[src/rtl/ram_burst_reader.sv]
// Burst read sequencer for a registered-read RAM: issues one read per cycle,
// absorbs the one-cycle read latency and streams words through a 2-entry buffer.
module ram_burst_reader #(
  parameter int WORDSIZE = 16,
  parameter int ADDRSIZE = 5,
  parameter int NUMADDR  = 8
) (
  input  logic                clk,
  input  logic                rst,
  input  logic                start,
  input  logic [ADDRSIZE-1:0] start_addr,
  input  logic [ADDRSIZE:0]   length,
  output logic                busy,
  output logic                done,
  output logic [ADDRSIZE-1:0] ram_read_addr,
  output logic                ram_rd_en,
  output logic                ram_cs,
  input  logic [WORDSIZE-1:0] ram_data_out,
  output logic [WORDSIZE-1:0] out_data,
  output logic                out_valid,
  input  logic                out_ready,
  output logic                out_last
);

  typedef enum logic [1:0] {S_IDLE, S_ISSUE, S_DRAIN} state_t;

  state_t              r_state, w_state_next;
  logic [ADDRSIZE-1:0] r_addr, w_addr_next;
  logic [ADDRSIZE:0]   r_remain, w_remain_next;
  logic                r_inflight, r_inflight_last;
  logic [WORDSIZE-1:0] r_buf_data [2];
  logic                r_buf_last [2];
  logic                r_wr_ptr, r_rd_ptr;
  logic [1:0]          r_count;
  logic                w_pop, w_push, w_issue, w_last_issue;
  logic [2:0]          w_occupancy;

  assign w_pop        = out_valid & out_ready;
  assign w_push       = r_inflight;
  assign w_occupancy  = {1'b0, r_count} + {2'b00, r_inflight};
  // A word leaving this cycle frees a slot for the read issued this cycle.
  assign w_issue      = (r_state == S_ISSUE) && (w_occupancy < (3'd2 + {2'b00, w_pop}));
  assign w_last_issue = w_issue && (r_remain == (ADDRSIZE+1)'(1));

  assign busy          = (r_state != S_IDLE);
  assign ram_cs        = (r_state != S_IDLE);
  assign ram_rd_en     = w_issue;
  assign ram_read_addr = r_addr;
  assign out_valid     = (r_count != 2'd0);
  assign out_data      = r_buf_data[r_rd_ptr];
  assign out_last      = r_buf_last[r_rd_ptr];

  always_comb begin
    w_state_next  = r_state;
    w_addr_next   = r_addr;
    w_remain_next = r_remain;
    done          = 1'b0;
    case (r_state)
      S_IDLE: begin
        if (start) begin
          w_addr_next   = start_addr;
          w_remain_next = length;
          w_state_next  = (length == '0) ? S_DRAIN : S_ISSUE;
        end
      end
      S_ISSUE: begin
        if (w_issue) begin
          w_addr_next   = (r_addr == ADDRSIZE'(NUMADDR-1)) ? '0 : r_addr + ADDRSIZE'(1);
          w_remain_next = r_remain - (ADDRSIZE+1)'(1);
          if (w_last_issue) w_state_next = S_DRAIN;
        end
      end
      S_DRAIN: begin
        if (!r_inflight && (r_count == 2'd0)) begin
          done         = 1'b1;
          w_state_next = S_IDLE;
        end
      end
      default: w_state_next = S_IDLE;
    endcase
  end

  always_ff @(posedge clk) begin
    if (rst) begin
      r_state         <= S_IDLE;
      r_addr          <= '0;
      r_remain        <= '0;
      r_inflight      <= 1'b0;
      r_inflight_last <= 1'b0;
    end else begin
      r_state         <= w_state_next;
      r_addr          <= w_addr_next;
      r_remain        <= w_remain_next;
      r_inflight      <= w_issue;
      r_inflight_last <= w_last_issue;
    end
  end

  // Returning RAM data is captured into the buffer in the cycle after issue.
  for (genvar gi = 0; gi < 2; gi++) begin : g_entry
    always_ff @(posedge clk) begin
      if (rst) begin
        r_buf_data[gi] <= '0;
        r_buf_last[gi] <= 1'b0;
      end else if (w_push && (r_wr_ptr == 1'(gi))) begin
        r_buf_data[gi] <= ram_data_out;
        r_buf_last[gi] <= r_inflight_last;
      end
    end
  end

  always_ff @(posedge clk) begin
    if (rst) begin
      r_wr_ptr <= 1'b0;
      r_rd_ptr <= 1'b0;
      r_count  <= 2'd0;
    end else begin
      if (w_push) r_wr_ptr <= ~r_wr_ptr;
      if (w_pop)  r_rd_ptr <= ~r_rd_ptr;
      case ({w_push, w_pop})
        2'b10:   r_count <= r_count + 2'd1;
        2'b01:   r_count <= r_count - 2'd1;
        default: r_count <= r_count;
      endcase
    end
  end

endmodule

[config.mk]
export PLATFORM = sky130hd
export DESIGN_NAME = ram_burst_reader
export DESIGN_NICKNAME = d
export VERILOG_FILES = /design/src/rtl/ram_burst_reader.sv
export SDC_FILE = /design/constraint.sdc
export NUM_CORES = 1
export LEC_CHECK = 0
export ABC_AREA = 1
export BUFFER_PORTS_ARGS = -buffer_cell sky130_fd_sc_hd__buf_2
export CORE_AREA = 2 2 81 83
export CTS_CLUSTER_SIZE = 40
export DETAILED_ROUTE_END_ITERATION = 8
export DIE_AREA = 0 0 83 85
export PLACE_DENSITY = 0.66
export SLEW_MARGIN = 20
export SYNTH_ARGS = -nofsm -noshare
export SYNTH_HDL_FRONTEND = slang
export SYNTH_SLANG_ARGS = --single-unit
[constraint.sdc]
create_clock -name clk -period 3.05 [get_ports clk]
set_clock_uncertainty 0.05 [all_clocks]
set_input_delay 0.305 -clock clk [delete_from_list [all_inputs] [get_ports clk]]
set_output_delay 0.305 -clock clk [all_outputs]
set_load 0.05 [all_outputs]
==> results.py <==
metrics = {
    "run_status": {
        "outcome": "finished, final reports clean",
    },
    "cells_and_area": {
        "finalNetCount": 390,
        "final_layout_size_suffix_gt1_frac": 0.2740,
        "final-instance-count-excl-fill": 431,
        "flow.area_growth_from_synthesis_pct": 16.03,
        "insertedDiodeCount": 0,
        "utilization": 0.5035,
    },
    "drt": {
        "first_iter_violations": 100,
        "drt_wl_total_microns": 5236,
        "vias_per_cell": 4.879,
        "wire_length_per_cell_after_detailed_routing_microns": 12.15,
        "post-route-drc-count": 0,
        "met2_length_microns": 2520,
        "wirelength_met1_microns": 2385,
        "via_count": 2103,
        "met3RoutedLength_microns": 261,
        "drt_pass1_iterations": 4,
        "drtAntennaViolNets": 0,
        "top_layer_used": "met4",
    },
    "timing": {
        "grt_setup_unrepaired": "false",
        "worst_slack_ns": 0.9091,
        "transition_time_at_the_pin_with_the_least_slew_margin_ns": 0.9508,
        "max_freq_mhz": 467.1,
        "setup_viol": 0,
        "period_share": 0.7019,
        "final_hold_viol_count": 0,
        "slew_viol_final": 0,
        "worst_slew_margin_rel": 0.3661,
        "min_period_ns": 2.141,
        "setup_tns_ns": 0,
    },
    "global_routing": {
        "first_pass_grt_wire_length_microns": 9011,
        "track_usage": 0.1547,
        "initial_antenna_violation_count": 0,
        "maximum_number_of_pins_on_one_net_before_global_route_repair": 21,
        "grt_overflow_total": 0,
        "first_global_vias": 2067,
    },
    "setup_path": {
        "critPathLaunchType": "flip-flop",
        "arrival_ns": 1.79,
        "path_max_fanout": 17,
        "critical_path_class": "reg -> out",
        "cpMaxStageDelayCell": "sky130_fd_sc_hd__dfxtp_1",
        "cp_cell_sequence": "mux2_2, buf_2",
        "worst_path_largest_cell_delay_ns": 0.84,
        "crit_buf_inv": 1,
        "endpoint_kind": "output pin",
        "critical_path_required_time_ns": 2.69,
        "cpLargestDelayFamily": "flip-flops",
    },
    "floorplan": {
        "coreArea_sq_um": 6205,
        "die_w_microns": 83,
        "die-area_sq_um": 7055,
        "floorplan.io_pins": 58,
        "start_util": 0.4340,
        "placement_rows": 29,
        "fp.dieH_microns": 85,
    },
    "synthesis": {
        "synth.yosys.seq_area_share": 0.5279,
        "synth_ff_type": "sky130_fd_sc_hd__edfxtp_1",
        "post_synth_num_cell_types": 27,
        "asyncSetResetFlopFracSynth": 0,
        "netlist.top_cell.by_area": "sky130_fd_sc_hd__edfxtp_1",
        "synth-seq-cells": 54,
        "yosys-top-cells-count": "sky130_fd_sc_hd__nor2_1, sky130_fd_sc_hd__nand2_1, sky130_fd_sc_hd__inv_1",
        "syn_inst": 299,
        "syn_avg_cell_area_sq_um": 9.005,
        "synth_top_area_share": 0.3792,
        "synth_fp_nets": 336,
        "netlist_top_cells_area": "sky130_fd_sc_hd__edfxtp_1, sky130_fd_sc_hd__dfxtp_1, sky130_fd_sc_hd__nor2_1",
        "synth.yosys.warnings": 0,
        "post-synth-top-count-cell": "sky130_fd_sc_hd__nor2_1",
        "synth_enable_flop_cells": 34,
        "synth.cell_area_sq_um": 2693,
    },
    "pwr": {
        "vdd_drop_max_mv": 0.4925,
        "cell_pwr_density_nw_per_um2": 876.5,
        "static-leakage-power_nw": 1.515,
    },
    "cts": {
        "cts_root_buffer": "sky130_fd_sc_hd__clkbuf_8",
        "post-cts-setup-buffers": 0,
        "clkTransAtPathRegs_ns": 0.10,
        "cts_htree_levels": 2,
        "cts-buffers-inserted": 5,
        "cts_num_sinks": 54,
        "cts_max_path_buffers": 2,
        "post_cts_resize_count": 0,
        "post_cts_hold_buffer_count": 0,
        "clock_insertion_delay_worst_skew_ns": 0.31,
        "cts_tree": "yes",
    },
    "placed_design": {
        "place.gp.congestion": 0.7984,
        "hpwl_microns": 3639,
        "preCtsSetupSlack_ns": 0.9342,
        "placed_cells_incl_taps": 423,
        "buffer_ports.inserted": 57,
    },
    "hold_path": {
        "hp_class": "in -> reg",
    },
    "run": {
        "maxCapViolations": 0,
    },
}
-- routing by layer --
layer	vias to the layer above	track usage
li1	1068	-
met1	966	0.1965
met2	60	0.2676
met3	9	0.03210
met4	0	0.04620
met5	-	0
-- worst register-to-register path, delay by kind of cell, from the launching register on --
family                     cells  cell delay (ns)
adders and majority gates      2             0.48
DFF                            1             0.37
and+or+nand+nor                7             0.77
-- state kept, by name (all words and copies together) (netlist names), named ones only --
name             count
r_inflight           1
r_count              2
r_wr_ptr             1
r_buf_last           2
r_buf_data          32
r_inflight_last      1
r_rd_ptr             1
ram_read_addr        5
r_remain             6
r_state              2
-- logic make-up after synthesis --
kind of cell    synth area share
simple gates              0.2319
flops                     0.5279
buf+inv                  0.08736
compound gates           0.04740
mux                      0.07110
fa+ha+maj                0.02788
xor+xnor                0.006507
-- layout make-up --
cell class	count	area, sq um
Inverter	43	161.4
Clock inverter	3	47.55
Clock buffer	5	68.82
Fill cell	592	3080
Tap cell	77	96.34
Timing Repair Buffer	57	285.3
Sequential cell	54	1421
Multi-Input combinational cell	192	1044
-- stage by stage --
step | total power, mW | hold WS (ns) | area, sq um
CTS | 2.752 | 0.1748 | 3124
global route | 2.920 | 0.1809 | 3124
floorplan | 2.053 | 0.3241 | 2693
global placement | 2.243 | 0.3970 | 3008
detailed placement | 2.257 | 0.4009 | 3008
finish | 2.738 | 0.1857 | 3124
-- path summary, 6_finish.rpt --
kind	from	end	slack, ns	cells after the start
worst min-delay path	rst	ram_read_addr[2]	0.19	2
worst max register to register	r_count[0]	ram_read_addr[3]	1.33	9
worst min register to register	r_rd_ptr	flip-flop	0.43	1
worst max-delay path	flip-flop	out_data[5]	0.91	2
-- where the power goes --
group          switching (mW)  internal [mW]  total [mW]
registers               0.103          0.917        1.02
clock network           0.249          0.249       0.498
logic                   0.869          0.351        1.22
total                    1.22           1.52        2.74
-- layout by cell type, fill, tap and decap left out, types with 2 or more instances in the layout --
cell type                   n
sky130_fd_sc_hd__nand4_1    4
sky130_fd_sc_hd__nand2_2    2
sky130_fd_sc_hd__buf_2     57
sky130_fd_sc_hd__nor2_1    63
sky130_fd_sc_hd__o21ai_2    2
sky130_fd_sc_hd__inv_2      3
sky130_fd_sc_hd__nor2_2     2
sky130_fd_sc_hd__o21ai_0   14
sky130_fd_sc_hd__inv_1     39
sky130_fd_sc_hd__nor3_1     2
sky130_fd_sc_hd__mux2_2    17
sky130_fd_sc_hd__clkbuf_8   5
sky130_fd_sc_hd__a21oi_1    8
sky130_fd_sc_hd__nand3_1   15
sky130_fd_sc_hd__xor2_1     2
sky130_fd_sc_hd__nand2_1   47
sky130_fd_sc_hd__dfxtp_1   20
sky130_fd_sc_hd__ha_1       6
sky130_fd_sc_hd__edfxtp_1  34
sky130_fd_sc_hd__nand2_4    3
Note: power is estimated with default switching activity, not from simulation.
